<file path="src/rtl/q_episode_scheduler.sv">
// Episode/step sequencer for Q-learning training on a ROWS x COLS grid:
// epsilon-greedy action choice, next-state/reward generation, one datapath update per step.
module q_episode_scheduler #(
    parameter int ROWS        = 5,
    parameter int COLS        = 5,
    parameter int ACTIONS     = 4,
    parameter int DATA_WIDTH  = 8,
    parameter int GOAL_ROW    = 4,
    parameter int GOAL_COL    = 4,
    parameter int GOAL_REWARD = 10,
    parameter int MAX_STEPS   = 32
) (
    input  logic                          clk,
    input  logic                          rst_n,
    input  logic                          start,
    input  logic [7:0]                    num_episodes,
    input  logic [7:0]                    epsilon,
    input  logic [ACTIONS*DATA_WIDTH-1:0] q_vals,
    input  logic                          upd_ready,
    output logic                          upd_valid,
    output logic [2:0]                    row,
    output logic [2:0]                    col,
    output logic [1:0]                    action,
    output logic [2:0]                    next_row,
    output logic [2:0]                    next_col,
    output logic [DATA_WIDTH-1:0]         reward,
    output logic                          busy,
    output logic                          done,
    output logic [7:0]                    episode_cnt,
    output logic [7:0]                    step_cnt
);

    typedef enum logic [2:0] {
        S_IDLE,
        S_SELECT,
        S_ISSUE,
        S_ADVANCE,
        S_DONE
    } state_t;

    state_t      state, state_nxt;
    logic        upd_valid_nxt, busy_nxt, done_nxt;
    logic [15:0] lfsr;
    logic [7:0]  num_eps_q;
    logic [7:0]  eps_q;
    logic [1:0]  sel_action;
    logic [2:0]  sel_nrow, sel_ncol;
    logic        sel_goal;
    logic        ep_end;
    logic [7:0]  ep_cnt_inc;

    function automatic logic [15:0] lfsr_step(input logic [15:0] v);
        return {v[14:0], v[15] ^ v[13] ^ v[12] ^ v[10]};
    endfunction

    // Strict '>' keeps the lowest index on ties.
    function automatic logic [1:0] greedy_pick(input logic [ACTIONS*DATA_WIDTH-1:0] q);
        logic [1:0]            best;
        logic [DATA_WIDTH-1:0] best_v;
        best   = 2'd0;
        best_v = q[DATA_WIDTH-1:0];
        for (int a = 1; a < ACTIONS; a++) begin
            if (q[a*DATA_WIDTH +: DATA_WIDTH] > best_v) begin
                best   = 2'(a);
                best_v = q[a*DATA_WIDTH +: DATA_WIDTH];
            end
        end
        return best;
    endfunction

    function automatic logic [2:0] move_row(input logic [2:0] r, input logic [1:0] a);
        logic [2:0] res;
        res = r;
        if (a == 2'd0 && r != 3'd0)                res = r - 3'd1;
        else if (a == 2'd1 && r != 3'(ROWS - 1))   res = r + 3'd1;
        return res;
    endfunction

    function automatic logic [2:0] move_col(input logic [2:0] c, input logic [1:0] a);
        logic [2:0] res;
        res = c;
        if (a == 2'd2 && c != 3'(COLS - 1))        res = c + 3'd1;
        else if (a == 2'd3 && c != 3'd0)          res = c - 3'd1;
        return res;
    endfunction

    assign sel_action = (lfsr[7:0] < eps_q) ? lfsr[9:8] : greedy_pick(q_vals);
    assign sel_nrow   = move_row(row, sel_action);
    assign sel_ncol   = move_col(col, sel_action);
    assign sel_goal   = (sel_nrow == 3'(GOAL_ROW)) && (sel_ncol == 3'(GOAL_COL));
    assign ep_end     = ((next_row == 3'(GOAL_ROW)) && (next_col == 3'(GOAL_COL)))
                        || (step_cnt == 8'(MAX_STEPS - 1));
    assign ep_cnt_inc = episode_cnt + 8'd1;

    always_ff @(posedge clk or negedge rst_n) begin
        if (!rst_n) begin
            state     <= S_IDLE;
            upd_valid <= 1'b0;
            busy      <= 1'b0;
            done      <= 1'b0;
        end else begin
            state     <= state_nxt;
            upd_valid <= upd_valid_nxt;
            busy      <= busy_nxt;
            done      <= done_nxt;
        end
    end

    // Control outputs are decoded from the next state so they are registered with it.
    always_comb begin
        state_nxt = state;
        case (state)
            S_IDLE:    if (start) state_nxt = (num_episodes == 8'd0) ? S_DONE : S_SELECT;
            S_SELECT:  state_nxt = S_ISSUE;
            S_ISSUE:   if (upd_ready) state_nxt = S_ADVANCE;
            S_ADVANCE: state_nxt = (ep_end && ep_cnt_inc == num_eps_q) ? S_DONE : S_SELECT;
            S_DONE:    state_nxt = S_IDLE;
            default:   state_nxt = S_IDLE;
        endcase
        upd_valid_nxt = (state_nxt == S_ISSUE);
        done_nxt      = (state_nxt == S_DONE);
        busy_nxt      = (state_nxt != S_IDLE);
    end

    always_ff @(posedge clk or negedge rst_n) begin
        if (!rst_n) begin
            lfsr        <= 16'hACE1;
            num_eps_q   <= '0;
            eps_q       <= '0;
            row         <= '0;
            col         <= '0;
            action      <= '0;
            next_row    <= '0;
            next_col    <= '0;
            reward      <= '0;
            episode_cnt <= '0;
            step_cnt    <= '0;
        end else begin
            case (state)
                S_IDLE: begin
                    if (start) begin
                        num_eps_q   <= num_episodes;
                        eps_q       <= epsilon;
                        episode_cnt <= '0;
                        step_cnt    <= '0;
                        row         <= '0;
                        col         <= '0;
                    end
                end
                S_SELECT: begin
                    lfsr     <= lfsr_step(lfsr);
                    action   <= sel_action;
                    next_row <= sel_nrow;
                    next_col <= sel_ncol;
                    reward   <= sel_goal ? DATA_WIDTH'(GOAL_REWARD) : '0;
                end
                S_ADVANCE: begin
                    if (ep_end) begin
                        episode_cnt <= ep_cnt_inc;
                        step_cnt    <= '0;
                        row         <= '0;
                        col         <= '0;
                    end else begin
                        row      <= next_row;
                        col      <= next_col;
                        step_cnt <= step_cnt + 8'd1;
                    end
                end
                default: ;
            endcase
        end
    end

endmodule
</file>
<file path="config.mk">
export PLATFORM = sky130hd
export DESIGN_NAME = q_episode_scheduler
export DESIGN_NICKNAME = d
export VERILOG_FILES = /design/src/rtl/q_episode_scheduler.sv
export SDC_FILE = /design/constraint.sdc
export NUM_CORES = 1
export LEC_CHECK = 0
export CAP_MARGIN = 20
export CELL_PAD_IN_SITES_DETAIL_PLACEMENT = 1
export CELL_PAD_IN_SITES_GLOBAL_PLACEMENT = 1
export CORE_UTILIZATION = 39
export CTS_CLUSTER_SIZE = 30
export DETAILED_ROUTE_END_ITERATION = 8
export PLACE_DENSITY_LB_ADDON = 0.15
export SLEW_MARGIN = 40
export SYNTH_ARGS = -nofsm -noshare
export SYNTH_HDL_FRONTEND = slang
export SYNTH_SLANG_ARGS = --single-unit
</file>
<file path="constraint.sdc">
create_clock -name clk -period 2.9 [get_ports clk]
set_input_delay 0.58 -clock clk [delete_from_list [all_inputs] [get_ports clk]]
set_output_delay 0.58 -clock clk [all_outputs]
set_load 0.01 [all_outputs]
</file>
==> flow_metrics.tcl, run 1 <==
set metrics [dict create \
    run_status "finished with violations" \
    violations_in_the_final_reports "setup timing" \
    post-route-period-util_pct 189 \
    dp_slack_ns -3.21 \
    number_of_failing_setup_endpoints_in_the_final_timing_report 9 \
    drt_pre_antenna_iters 4 \
    pin_slew_with_the_least_headroom_to_its_limit_ns 0.781 \
    period_minus_slack_ns 5.49 \
    areaGrowthSynthToFinish_pct 47.9 \
    worst_ep_required_time_ns 3.15 \
    dieWidth_um 109 \
    drt_wl_total_mm 14.8 \
    cts.path.max_buffers 2 \
    n_antenna_cell 0 \
    floorplan.die_area_um2 11800 \
    powerDensity_nw_per_um2 782 \
    place.port_buffers 86 \
    h-tree-depth 3 \
    max_freq_mhz 182 \
    cp-end-kind "register" \
    timing_hold_violations_final 0 \
    leakagePower_nw 2.90 \
    ys.warnings.count 0 \
    syn_avg_cell_area_um2 9.53 \
    grt_usage_pct 23.1 \
    yosysSeqAreaShare_pct 39.0 \
    largest_net_degree_at_the_start_of_global_routing 70 \
    rsz_0062_raised_after_global_routing "true" \
    share_seq_of_total_power_pct 28.8 \
    drt_first_iter_violations 180 \
    num-nets-final 698 \
    synth_seq_cells 69 \
    totalNegativeSetupSlack_ns -20.11 \
    post-route-drc-count 0 \
    slowest_stage "a221oi_2" \
    antenna_found_initial 0 \
    drt.antenna.violating_nets 0 \
    vias_per_cell 5.44 \
    worstPathArrival_ns 5.73 \
    final_max_slew_viol_count 0 \
    power.clock.fraction_pct 23.0 \
    final.setup.worst_slack_ns -2.59 \
    internal-power_mw 3.17 \
    power.share.combinational_pct 48.2 \
    worst-setup-path-type "in2reg" \
    power.ir.vdd_worst_mv 0.455 \
    initial_core_util_pct 40.5 \
    grt.overflow.total 0 \
    worst-path-max-fanout 8 \
    timing.slew.headroom_pct 47.8 \
    cts.reportedPaths.clkPinSlew_ns 0.06 \
    timing.clock.skew_ns 0.00539 \
    cts_tree "yes" \
    clock_tree.root_cell "clkbuf_16" \
    ys_async_sr_fraction_pct 100 \
    cp_common_cell "buf_6" \
    hpwlAfterDp_mm 8.89 \
    fp.dieH_um 109 \
    cts_hold_repair.buffers 0 \
    grt_first_pass_wirelength_mm 21.0 \
    detailroute.via_count 4089 \
    num_rows 38 \
    yosysUniqueCellTypes 62 \
    boundaryPins 93 \
    grt_pass1_vias 4318 \
    synth-main-ff-cell "dfrtp_1" \
    post_layout_nonfiller_instances 752 \
    cts_num_sinks 69 \
    synth_cells 467 \
    synth-edff-count 0 \
    critPathMaxStageDelay_ns 0.36 \
    insertion_delay_ns 0.33 \
    power_switching_share_pct 38.4 \
    drive_above_1_share_pct 33.3 \
    dp.cells 708 \
    routed_wire_length_per_instance_um 19.7 \
    maxCapViolations 0 \
    power.switching_mw 1.98 \
    filler_cell_count 1213 \
    worstSetupStartpointType "primary input" \
    gpl.final_weighted_congestion 0.813 \
    holdCritPathClass "in2async" \
    cts_buffers 9 \
    synthesis.area_um2 4450 \
    placeableCoreArea_um2 11000 \
]
==> final timing paths <==
check	start	cells past startpoint	slack, ns	end
max in group asynchronous	rst_n	2	2.30	lfsr[11]
hold reg to reg	eps_q[0]	2	0.48	eps_q[0]
setup / recovery	q_vals[0]	27	-2.59	reward[1]
hold / removal	rst_n	2	0.26	step_cnt[7]
min in group clk	eps_q[0]	2	0.48	eps_q[0]
setup reg to reg	lfsr[2]	10	-0.24	reward[1]
==> registers in the layout (all words and copies together), names as in the netlist <==
| name | flops |
|---|---|
| lfsr | 16 |
| episode_cnt | 8 |
| eps_q | 8 |
| num_eps_q | 8 |
| step_cnt | 8 |
| col | 3 |
| next_col | 3 |
| next_row | 3 |
| row | 3 |
| state | 3 |
| action | 2 |
| busy | 1 |
| done | 1 |
| reward | 1 |
| upd_valid | 1 |
==> layout by cell type (no fill, tap or decap), types with 4 or more instances in the layout <==
cell and count:
nand2_1 70, clkdlybuf4s50_1 69, dfrtp_1 61, buf_4 52
o21ai_0 33, ha_1 28, inv_1 18, mux2_2 18
nand3_1 16, xnor2_1 12, nor2_1 12, ha_4 11
nand4_1 10, a21oi_2 9, o21ai_2 9, xor2_1 9
clkbuf_16 9, buf_2 9, dfstp_2 8, inv_2 7
a22o_1 7, buf_6 7, a21oi_1 6, nor2b_1 6
nand2b_1 6, conb_1 6, mux2i_2 5, o21ai_1 4
o31ai_1 4
==> critical path: cells and delay by family <==
kind | cells | cell delay (ns)
adders and majority gates | 3 | 0.73
and+or+nand+nor | 6 | 0.79
muxes | 1 | 0.29
buffers and inverters | 4 | 0.78
AOI/OAI and AO/OA | 13 | 2.55
==> metrics by stage <==
step	util (%)	cell area (um2)	total power [mW]	hold WS, ns
floorplan	-	4530	2.71	0.284
global placement	51.8	5690	3.41	0.467
detailed placement	51.9	5700	3.52	0.479
CTS	57.4	6300	4.85	0.270
global route	59.9	6580	5.44	0.283
finish	59.9	6580	5.14	0.256
==> routing by layer <==
metal,vias up,global-route usage (%),wire [um]
li1,1916,-,-
met1,2015,27.9,6190
met2,117,41.2,7650
met3,41,3.71,467
met4,0,8.59,533
met5,-,0,0
==> synthesized netlist by cell type (2+ instances only) <==
master | count | area (um2)
nand2_1 | 73 | 274
dfrtp_1 | 61 | 1530
o21ai_0 | 45 | 225
ha_1 | 39 | 488
inv_1 | 26 | 97.6
mux2_2 | 19 | 214
nand3_1 | 16 | 80.1
nor2_1 | 15 | 56.3
a21oi_1 | 14 | 70.1
xnor2_1 | 14 | 123
clkbuf_1 | 13 | 48.8
nand4_1 | 10 | 62.6
xor2_1 | 10 | 87.6
dfstp_2 | 8 | 210
a22o_1 | 7 | 61.3
buf_4 | 7 | 52.6
mux2i_1 | 7 | 70.1
nand2b_1 | 7 | 43.8
nor2b_1 | 7 | 43.8
o31ai_1 | 5 | 37.5
a211oi_2 | 3 | 37.5
a31oi_1 | 3 | 18.8
and3_1 | 3 | 18.8
nor3_1 | 3 | 15.0
nor4_1 | 3 | 18.8
o211ai_2 | 3 | 37.5
o22ai_1 | 3 | 18.8
a21o_1 | 2 | 15.0
a21oi_2 | 2 | 17.5
buf_2 | 2 | 10.0
nor4b_1 | 2 | 17.5
o211ai_1 | 2 | 15.0
o21a_4 | 2 | 30.0
o21ai_1 | 2 | 10.0
o311ai_0 | 2 | 17.5
==> logic make-up (layout without fill, tap and decap cells) <==
group           count (synthesis)  after routing  share of synthesized area [%]
compound gates                106            107                           16.7
xor+xnor                       24             24                           4.72
fa+ha+maj                      39             39                           11.0
buf+inv                        49            188                           4.95
flops                          69             69                           39.0
mux                            26             26                           6.38
other cells                     1              6                         0.0843
simple gates                  153            153                           17.2
==> timing repair <==
item / 4_1_cts / 5_1_grt
gates resized for setup: 101 / 48
endpoints found under the setup margin: 9 / 9
cloned: 0 / 1
buffers inserted: 17 / 11
pin swaps: 36 / 43
endpoints found under the hold margin: 0 / 0
==> area by class of cell <==
class	count	area, um2	area share, %
multi-input combinational	355	2940	44.6
sequential	69	1740	26.4
timing repair buffer	146	1310	19.9
clock buffer	12	246	3.75
tap	140	175	2.66
inverter	26	103	1.56
clock inverter	4	72.6	1.10
==> power by group through the flow <==
stage                     clock network, mW  registers [mW]  logic [mW]
after floorplan                           0            1.45        1.26
after global placement                    0            1.47        1.94
after detailed placement                  0            1.49        2.03
after CTS                              1.20            1.47        2.17
after global routing                   1.24            1.52        2.69
final                                  1.18            1.48        2.48
Power figures use the tool's default switching activity.
==> run 2: changes to the inputs <==
--- a/config.mk
+++ b/config.mk
@@ -11,8 +11,8 @@
 export CORE_UTILIZATION = 39
 export CTS_CLUSTER_SIZE = 30
 export DETAILED_ROUTE_END_ITERATION = 8
-export PLACE_DENSITY_LB_ADDON = 0.15
-export SLEW_MARGIN = 40
+export PLACE_DENSITY_LB_ADDON = 0.2
+export SLEW_MARGIN = 20
 export SYNTH_ARGS = -nofsm -noshare
 export SYNTH_HDL_FRONTEND = slang
 export SYNTH_SLANG_ARGS = --single-unit
==> run 2 against run 1 <==
Compared with the run above: the flow still finishes with violations (setup timing); clock skew grew 0.0032 ns; final cell count is the same; critical path depth is the same; cell area grew 2.9%; core utilization grew 1.7 points; critical path type unchanged; largest power group unchanged; highest routed layer unchanged.
==> flow_metrics.tcl, run 2 (synthesized netlist as in run 1, its figures left out) <==
set metrics [dict create \
    cts_num_sinks 69 \
    internal-power_mw 3.18 \
    leakagePower_nw 2.94 \
    insertion_delay_ns 0.34 \
    maxCapViolations 0 \
    clock_tree.root_cell "clkbuf_16" \
    grt_usage_pct 24.0 \
    drt_pre_antenna_iters 4 \
    wl_met3_um 670 \
    mostFrequentLayoutCell "nand2_1" \
    largest_net_degree_at_the_start_of_global_routing 70 \
    finalInstanceArea_um2 6770 \
    drive_above_1_share_pct 34.6 \
    worst-path-max-fanout 8 \
    dieWidth_um 109 \
    grt_first_pass_wirelength_mm 22.1 \
    power.share.combinational_pct 48.5 \
    worstPathArrival_ns 5.58 \
    max_freq_mhz 187 \
    cp-end-kind "register" \
    post_layout_nonfiller_instances 752 \
    placeableCoreArea_um2 11000 \
    power.ir.vdd_worst_mv 0.495 \
    cts_hold_repair.buffers 0 \
    worstSetupStartpointType "primary input" \
    m1WireLength_mm 6.26 \
    timing.clock.skew_ns 0.00861 \
    drt_first_iter_violations 182 \
    final.setup.worst_slack_ns -2.43 \
    dp.cells 713 \
    power.switching_mw 2.08 \
    floorplan.die_area_um2 11800 \
    grt.overflow.total 0 \
    pin_slew_with_the_least_headroom_to_its_limit_ns 1.00 \
    cts.path.max_buffers 2 \
    power.clock.fraction_pct 23.4 \
    timing_hold_violations_final 0 \
    power_switching_share_pct 39.6 \
    dp_slack_ns -3.14 \
    most_used_cells_in_the_layout_excluding_fill_and_tap_cells "nand2_1 (72), clkdlybuf4s50_1 (69), dfrtp_1 (61)" \
    antenna_found_initial 0 \
    holdCritPathClass "in2async" \
    cts_buffers 9 \
    gpl.final_weighted_congestion 0.795 \
    num-nets-final 698 \
    hpwlAfterDp_mm 8.80 \
    rsz_0062_raised_after_global_routing "true" \
    boundaryPins 93 \
    dr.max_layer_used "met4" \
    timing.slew.headroom_pct 32.8 \
    initial_core_util_pct 40.5 \
    vias_per_cell 5.56 \
    run_status "finished with violations" \
    num_rows 38 \
    drt_wl_total_mm 16.0 \
    cts.reportedPaths.clkPinSlew_ns 0.06 \
    worst_ep_required_time_ns 3.14 \
    h-tree-depth 3 \
    worst_hold_slack_ns 0.245 \
    areaGrowthSynthToFinish_pct 52.1 \
    period_minus_slack_ns 5.33 \
    amount_of_wire_on_met2_after_detailed_routing_mm 8.34 \
    number_of_failing_setup_endpoints_in_the_final_timing_report 9 \
    grt_pass1_vias 4508 \
    detailroute.via_count 4184 \
    routed_wire_length_per_instance_um 21.3 \
    final_max_slew_viol_count 0 \
    drt.antenna.violating_nets 0 \
    share_seq_of_total_power_pct 28.1 \
    totalNegativeSetupSlack_ns -18.78 \
    postPlaceCellArea_um2 5730 \
    post-route-drc-count 0 \
    post-route-period-util_pct 184 \
    powerDensity_nw_per_um2 778 \
    worst-setup-path-type "in2reg" \
    n_antenna_cell 0 \
    largest_register_ffs 16 \
    cts_tree "yes" \
    fp.dieH_um 109 \
    largest_register "lfsr" \
    violations_in_the_final_reports "setup timing" \
    place.port_buffers 86 \
]
run 2: cell type report:
class                           instances  area (um2)
Fill cell                            1176        4210
Multi-Input combinational cell        355        3060
Sequential cell                        69        1740
Timing Repair Buffer                  146        1360
Clock buffer                            9         225
Tap cell                              140         175
Inverter                               26         108
Clock inverter                          7         105
run 2: timing repair:
item,CTS,global route
endpoints found under the hold margin,0,0
endpoints found under the setup margin,9,10
resized for setup,135,58
gates cloned,1,0
pin swaps,47,29
setup buffers,13,13
run 2: worst paths after layout:
path,end,start,cells after the start,slack (ns)
max,reward[1],q_vals[5],27,-2.43
min,step_cnt[7],rst_n,2,0.24
max reg2reg,reward[1],lfsr[2],10,-0.36
min reg2reg,num_eps_q[0],num_eps_q[0],2,0.50
max in group asynchronous,lfsr[7],rst_n,2,2.29
min in group clk,num_eps_q[0],num_eps_q[0],2,0.50
run 2: power groups by stage:
stage / logic (mW) / clock network, mW / registers (mW)
floorplan: 1.26 / 0 / 1.45
global placement: 1.96 / 0 / 1.47
detailed placement: 2.03 / 0 / 1.48
CTS: 2.28 / 1.25 / 1.47
global route: 2.75 / 1.29 / 1.52
finish: 2.55 / 1.23 / 1.48
run 2: per-layer routing:
layer / track usage (%) / vias to the layer above
met5: 0 / -
met4: 7.24 / 0
met3: 4.12 / 52
met2: 44.9 / 133
met1: 27.7 / 2081
li1: - / 1918
run 2: critical path: stages:
cell,delay (ns)
buf_8,0.09
inv_4,0.04
ha_4,0.26
nand4_1,0.17
or2_4,0.28
o31ai_4,0.06
buf_6,0.17
mux2i_4,0.35
ha_4,0.27
nor2b_4,0.13
o211ai_2,0.18
a21oi_4,0.10
o21ai_4,0.26
buf_6,0.19
nand2_1,0.10
o21ai_2,0.08
ha_1,0.27
nand4_1,0.17
nor2_2,0.07
o22ai_4,0.25
buf_6,0.15
o31a_1,0.28
a31oi_1,0.10
o211ai_1,0.15
o211ai_2,0.14
or3b_1,0.43
o31ai_2,0.25
run 2: stage by stage:
stage               utilization (%)  total power, mW
floorplan                         -             2.71
global placement               52.2             3.43
detailed placement             52.2             3.51
CTS                            58.4             5.00
global route                   61.6             5.56
finish                         61.6             5.27
